--- config.mk ---
export PLATFORM = sky130hd
export DESIGN_NAME = cond_unit
export DESIGN_NICKNAME = d
export VERILOG_FILES = /design/src/rtl/cond_pkg.sv /design/src/rtl/cond_check.sv /design/src/rtl/cond_unit.sv
export SDC_FILE = /design/constraint.sdc
export NUM_CORES = 1
export LEC_CHECK = 0
export CAP_MARGIN = 20
export CORE_UTILIZATION = 35
export DETAILED_ROUTE_END_ITERATION = 10
export GPL_TIMING_DRIVEN = 0
export PLACE_DENSITY = 0.77
export SKIP_CTS_REPAIR_TIMING = 1
export SYNTH_ARGS = -nofsm -noshare
export SYNTH_HDL_FRONTEND = slang
export SYNTH_HIERARCHICAL = 1
export SYNTH_SLANG_ARGS = --single-unit
--- constraint.sdc ---
create_clock -name clk -period 6.25 [get_ports clk]
set_clock_uncertainty 0.1 [all_clocks]
set_input_delay 0.625 -clock clk [delete_from_list [all_inputs] [get_ports clk]]
set_output_delay 0.625 -clock clk [all_outputs]
set_load 0.03 [all_outputs]
--- src/rtl/cond_pkg.sv ---
// Shared types and bit positions for the condition unit.
// Optional COND_PERF_EN adds executed/squashed counters in cond_unit.
package cond_pkg;

    typedef enum logic [3:0] {
        EQ = 4'b0000,
        NE = 4'b0001,
        CS = 4'b0010,
        CC = 4'b0011,
        MI = 4'b0100,
        PL = 4'b0101,
        VS = 4'b0110,
        VC = 4'b0111,
        HI = 4'b1000,
        LS = 4'b1001,
        GE = 4'b1010,
        LT = 4'b1011,
        GT = 4'b1100,
        LE = 4'b1101,
        AL = 4'b1110,
        NV = 4'b1111
    } cond_e;

    localparam int unsigned FLAG_N = 3;
    localparam int unsigned FLAG_Z = 2;
    localparam int unsigned FLAG_C = 1;
    localparam int unsigned FLAG_V = 0;

    localparam int unsigned FW_NZ = 1;
    localparam int unsigned FW_CV = 0;

endpackage

--- src/rtl/cond_check.sv ---
// Combinational evaluation of a 4-bit condition field against {N,Z,C,V}.
module cond_check
    import cond_pkg::*;
(
    input  logic [3:0] cond,
    input  logic [3:0] flags,
    output logic       cond_ex
);

    logic n, z, c, v;

    assign n = flags[FLAG_N];
    assign z = flags[FLAG_Z];
    assign c = flags[FLAG_C];
    assign v = flags[FLAG_V];

    always_comb begin
        cond_ex = 1'b0;
        case (cond_e'(cond))
            EQ: cond_ex = z;
            NE: cond_ex = ~z;
            CS: cond_ex = c;
            CC: cond_ex = ~c;
            MI: cond_ex = n;
            PL: cond_ex = ~n;
            VS: cond_ex = v;
            VC: cond_ex = ~v;
            HI: cond_ex = c & ~z;
            LS: cond_ex = ~c | z;
            GE: cond_ex = (n == v);
            LT: cond_ex = (n != v);
            GT: cond_ex = ~z & (n == v);
            LE: cond_ex = z | (n != v);
            AL: cond_ex = 1'b1;
            NV: cond_ex = 1'b0;
            default: cond_ex = 1'b0;
        endcase
    end

endmodule

--- src/rtl/cond_unit.sv ---
// Flag register, condition gating and one-entry valid/ready output stage.
// Define COND_PERF_EN to add saturating exec_count/squash_count ports.
module cond_unit
    import cond_pkg::*;
#(
    parameter int DW = 32
) (
    input  logic          clk,
    input  logic          rst_n,
    input  logic          in_valid,
    output logic          in_ready,
    input  logic [3:0]    cond,
    input  logic [1:0]    flag_w,
    input  logic [3:0]    alu_flags,
    input  logic [DW-1:0] alu_result,
    input  logic          pcs,
    input  logic          reg_w,
    input  logic          mem_w,
    input  logic          no_write,
    output logic          out_valid,
    input  logic          out_ready,
    output logic          pc_src,
    output logic          reg_write,
    output logic          mem_write,
    output logic          cond_ex,
    output logic [DW-1:0] result,
`ifdef COND_PERF_EN
    output logic [31:0]   exec_count,
    output logic [31:0]   squash_count,
`endif
    output logic [3:0]    flags
);

    logic [3:0] flag_q;
    logic       ex;
    logic       accept;

    assign in_ready = ~out_valid | out_ready;
    assign accept   = in_valid & in_ready;
    assign flags    = flag_q;

    cond_check u_check (
        .cond    (cond),
        .flags   (flag_q),
        .cond_ex (ex)
    );

    // Squashed instructions leave the flag register untouched.
    always_ff @(posedge clk or negedge rst_n) begin
        if (!rst_n) begin
            flag_q <= '0;
        end else if (accept && ex) begin
            if (flag_w[FW_NZ]) begin
                flag_q[FLAG_N] <= alu_flags[FLAG_N];
                flag_q[FLAG_Z] <= alu_flags[FLAG_Z];
            end
            if (flag_w[FW_CV]) begin
                flag_q[FLAG_C] <= alu_flags[FLAG_C];
                flag_q[FLAG_V] <= alu_flags[FLAG_V];
            end
        end
    end

    always_ff @(posedge clk or negedge rst_n) begin
        if (!rst_n) begin
            out_valid <= 1'b0;
            cond_ex   <= 1'b0;
            pc_src    <= 1'b0;
            reg_write <= 1'b0;
            mem_write <= 1'b0;
            result    <= '0;
        end else if (accept) begin
            out_valid <= 1'b1;
            cond_ex   <= ex;
            pc_src    <= pcs & ex;
            reg_write <= reg_w & ex & ~no_write;
            mem_write <= mem_w & ex;
            result    <= alu_result;
        end else if (out_ready) begin
            out_valid <= 1'b0;
        end
    end

`ifdef COND_PERF_EN
    always_ff @(posedge clk or negedge rst_n) begin
        if (!rst_n) begin
            exec_count   <= '0;
            squash_count <= '0;
        end else if (accept) begin
            if (ex && (exec_count != '1)) begin
                exec_count <= exec_count + 32'd1;
            end
            if (!ex && (squash_count != '1)) begin
                squash_count <= squash_count + 32'd1;
            end
        end
    end
`endif

endmodule

## Word level (Yosys, flattened, before mapping)

Cells that the tools add are included.

- Register bits: 41
- Bits of input ports: 50
- Logic and storage cells: 49

- Reductions and logical operators: 5
- Mux-type cells: 3
- Eq/ne operators: 17
- Bitwise logic cells: 16

Operators with widths:

| cell | count |
|---|---|
| $eq 4x4->1 const B | 8 |
| $eq 4x3->1 const B | 4 |
| $pmux 1 s16 | 1 |
| $eq 4x2->1 const B | 2 |
| $and 1x1->1 | 7 |
| $not 1->1 | 6 |
| $eq 4x1->1 const B | 1 |
| $logic_not 4->1 | 1 |
| $reduce_and 2->1 | 2 |
| $or 1x1->1 | 3 |
| $mux 1 | 2 |
| $reduce_bool 2->1 | 1 |
| $eq 1x1->1 | 1 |
| $logic_and 1x1->1 | 1 |
| $ne 1x1->1 | 1 |

## Logic depth before layout (Yosys ltp)

- Depth after elaboration: 5
- Mapped depth: 8
- Mapped depth without buffers: 7

## Hierarchy

The synthesis kept the hierarchy.

Modules (own cells, without submodules):

| module | area an instance (um^2) | instances | cells an instance |
|---|---|---|---|
| cond_unit | 1,677.9 | 1 | 93 |
| cond_check | 155.1 | 1 | 23 |

## Worst setup path before layout

OpenSTA, ideal clock, no wires.

- Path kind: input -> register
- From: input port cond[0]
- To: register flag_q[0], in the netlist flags[0]
- Data required time: 6.025 ns
- Buffers on the path: 1
- Arrival: 2.119 ns
- Slack: 3.907 ns
- Library setup time: 0.125 ns
- Stages: 8
- Cells stage by stage: buf_4 -> nor2_1 -> a211oi_1 -> a2111oi_1 -> a311oi_1 -> o22ai_1 -> nand4_1 -> mux2_2

- Cells in the longest elaborated chain, start to end: 4
- Elaborated cells between the ends (all ways): 19
- Classes of those cells: 15 x eq/ne; 1 x mux; 3 x reduce/logical

RTL lines:

| what | line | source |
|---|---|---|
| start, declared | cond_unit.sv:12 | `input logic [3:0] cond,` |
| $eq 4x4->1, or another cell as far along | cond_check.sv:19 | `case (cond_e'(cond))` |
| $pmux 1 s16 (*) | cond_check.sv:19 |  |
| net ex | cond_unit.sv:35 | `logic ex;` |
| $logic_and 1x1->1 (*) | cond_unit.sv:52 | `end else if (accept && ex) begin` |
| $reduce_and 2->1 (no source line) (*) | n/a |  |
| end signal, assigned by index | cond_unit.sv:54 | `flag_q[FLAG_N] <= alu_flags[FLAG_N];` |
| end signal, assigned by index | cond_unit.sv:55 | `flag_q[FLAG_Z] <= alu_flags[FLAG_Z];` |
| end signal, assigned by index | cond_unit.sv:58 | `flag_q[FLAG_C] <= alu_flags[FLAG_C];` |
| end, declared | cond_unit.sv:34 | `logic [3:0] flag_q;` |

The timed path passes the listed nets; every way through them passes the cells marked *.
A chain may end at the register's enable or synchronous reset.

## Worst setup path in the final report

- From: input port out_ready
- To: output port in_ready

- Cells in the longest elaborated chain, start to end: 1

RTL lines:

| what | line | source |
|---|---|---|
| start, declared | cond_unit.sv:21 | `input logic out_ready,` |
| $or 1x1->1 | cond_unit.sv:38 | `assign in_ready = ~out_valid \| out_ready;` |
| end, declared | cond_unit.sv:11 | `output logic in_ready,` |

No other way between the ends.

==> flow_metrics.py <==
metrics = {
    "outcome": {
        "outcome": "finished clean",
    },
    "yosys": {
        "synth-adder-area-share_pct": 0,
        "synth_area_um2": 1830,
        "netlist_top_cells_area": "dfrtp_1, mux2_4, mux2_2",
        "synth.top_cell.area_share_pct": 56.0,
        "synth_compound_area_share_pct": 4.44,
        "synthSimpleGateAreaFrac_pct": 4.98,
        "ys_seq_area_share_pct": 56.0,
        "synth-xor-area-share_pct": 1.91,
        "muxShareOfSynthArea_pct": 29.6,
        "syn_inst": 116,
        "ys_ff_latch": 41,
        "yosysWarnings": 6,
        "avgSynthCellArea_um2": 15.8,
        "synth_largest_area_cell": "dfrtp_1",
        "syn_nets": 166,
        "synth_top_family_by_area": "multiplexers",
        "synth_cell_types": 26,
    },
    "layout": {
        "seqCellArea_um2": 1030,
        "diodes": 0,
        "multi_input_area_um2": 751,
        "syn2layout_area_growth_pct": 60.3,
        "drive_above_1_share_pct": 25.7,
        "finalInstanceArea_um2": 2940,
        "final_cells": 281,
        "nNetsFinal": 263,
        "fillers": 409,
    },
    "placed_design": {
        "placed_cell_area_um2": 2820,
        "io_buffers": 89,
        "place_inst": 273,
        "gp_routability_congestion": 0.756,
        "place_ws_ns": 3.41,
        "dp_hpwl_mm": 2.97,
    },
    "timing": {
        "slew_headroom_pct": 62.9,
        "setup_viol": 0,
        "finalWorstSetupSlack_ns": 3.54,
        "drv_slew": 0,
        "hold_violations": 0,
        "timing.setup.tns_ns": 0,
        "min_period_ns": 2.71,
        "fmax_mhz": 369,
        "worst_pin_slew_ns": 0.556,
        "rsz0062_at_grt": "false",
        "fin_crit_sh_pct": 43.4,
    },
    "drt": {
        "remaining_drc_errors": 0,
        "dr_total_vias": 1294,
        "drt-initial-drc-count": 47,
        "wl_mm": 3.98,
        "wl_per_cell_um": 14.2,
        "vias_per_cell": 4.60,
        "dr.pass1.iters": 4,
        "ant_nets": 0,
    },
    "global_route": {
        "grt_pass1_wl_mm": 6.19,
        "grt_max_degree": 32,
        "grt_use_total_pct": 15.6,
        "overflow": 0,
        "grt_pass1_vias": 1356,
        "antenna_found_initial": 0,
    },
    "critical_path": {
        "path_class": "in2out",
        "cp-end-kind": "primary output",
        "worstPathArrival_ns": 1.99,
        "crit_required_ns": 5.52,
        "worst_setup_path_start_kind": "input port",
        "crit_fanout": 7,
    },
    "die": {
        "dieArea_um2": 5530,
        "die_height_um": 74.4,
        "ios": 92,
        "fp.dieW_um": 74.4,
        "core_area_um2": 4880,
        "fp-row-count": 25,
        "start_util_pct": 37.6,
    },
    "pwr": {
        "powerDensity_nw_per_um2": 325,
        "peakVddDrop_uv": 170,
        "leakage_uw": 0.00130,
        "power.total_uw": 956,
    },
    "cts": {
        "root_buffer": "clkbuf_8",
        "clk_latency_ns": 0.28,
        "clock_path_buffers": 2,
        "cts_sinks": 41,
        "cts_tree": "done",
        "h-tree-depth": 2,
        "numCtsBuffers": 5,
        "clkTransAtPathRegs_ns": 0.07,
    },
    "worst_hold_path": {
        "min_path_type": "in2async",
    },
    "flow_run": {
        "drv_cap": 0,
    },
}
-- where the power goes --
part           switching (uW)  leakage [uW]  internal [uW]
Combinational             188      0.000753            196
Clock                    84.9     0.0000585            130
Sequential               39.5      0.000485            317
-- kinds of logic after synthesis --
logic type	count (synthesis)
DFF	41
muxes	39
and+or+nand+nor	14
AOI/OAI and AO/OA	11
buffers and inverters	7
xor gates and xnor gates	4
-- routing by layer --
metal	GRT usage, %	wire [um]	up-vias
li1	-	-	609
met3	6.78	414	7
met4	6.92	68	0
met2	26.1	1850	61
met1	17.1	1650	617
met5	0	0	-
-- critical path, cell delays in order --
cell             delay, ns
clkdlybuf4s50_1       0.44
nand2b_1              0.09
buf_4                 0.15
clkdlybuf4s50_1       0.68
-- through the flow --
stage               hold WS (ns)  utilization (%)
finish                     0.103             60.2
global route              0.0995             60.2
CTS                       0.0963             60.2
detailed placement         0.380             57.8
global placement           0.370             57.5
floorplan                  0.229                -
-- final timing paths --
path | from | endpoint | slack [ns] | depth (start not counted)
setup / recovery | out_ready | in_ready | 3.54 | 4
hold / removal | rst_n | result[23]$_DFFE_PN0P_ | 0.10 | 1
setup reg to reg | flags[3]$_DFFE_PN0P_ | flags[3]$_DFFE_PN0P_ | 3.75 | 7
hold reg to reg | mem_write$_DFFE_PN0P_ | mem_write$_DFFE_PN0P_ | 0.39 | 1
max in group asynchronous | rst_n | reg_write$_DFFE_PN0P_ | 5.51 | 2
min in group clk | mem_write$_DFFE_PN0P_ | mem_write$_DFFE_PN0P_ | 0.39 | 1
-- registers in the layout (all words and copies together), names as in the netlist --
name / cells
out_valid: 1
reg_write: 1
cond_ex: 1
flags: 4
pc_src: 1
mem_write: 1
result: 32
-- placed cells by master (no fill, tap or decap), drive strengths merged, types with 2 or more instances in the layout --
cell type	netlist	final
clkdlybuf4s50	0	88
dfrtp	41	41
mux2	38	38
clkbuf	1	8
buf	5	7
nand4	4	4
nand2b	3	3
xor2	3	3
a21oi	3	3
a21bo	2	2
nor2	2	2
-- synthesized netlist by cell type (all sizes together) --
master / count
a211oi: 1
dfrtp: 41
inv: 1
nor2b: 1
xnor2: 1
nand2b: 3
nand2: 1
a311oi: 1
a2111oi: 1
o22a: 1
nor2: 2
o22ai: 1
nand4: 4
a21bo: 2
o21ai: 1
clkbuf: 1
mux2i: 1
nor4b: 1
mux2: 38
xor2: 3
a21oi: 3
nor3: 1
and3b: 1
buf: 5
-- final cells by class --
class	instances	area share (%)
buffer	6	1.79
clock buffer	7	2.94
clock inverter	1	1.02
inverter	1	0.128
multi-input combinational	68	25.5
sequential	41	34.9
tap	67	2.85
timing repair buffer	90	30.8
No activity file was read; power rests on OpenSTA's default activity.
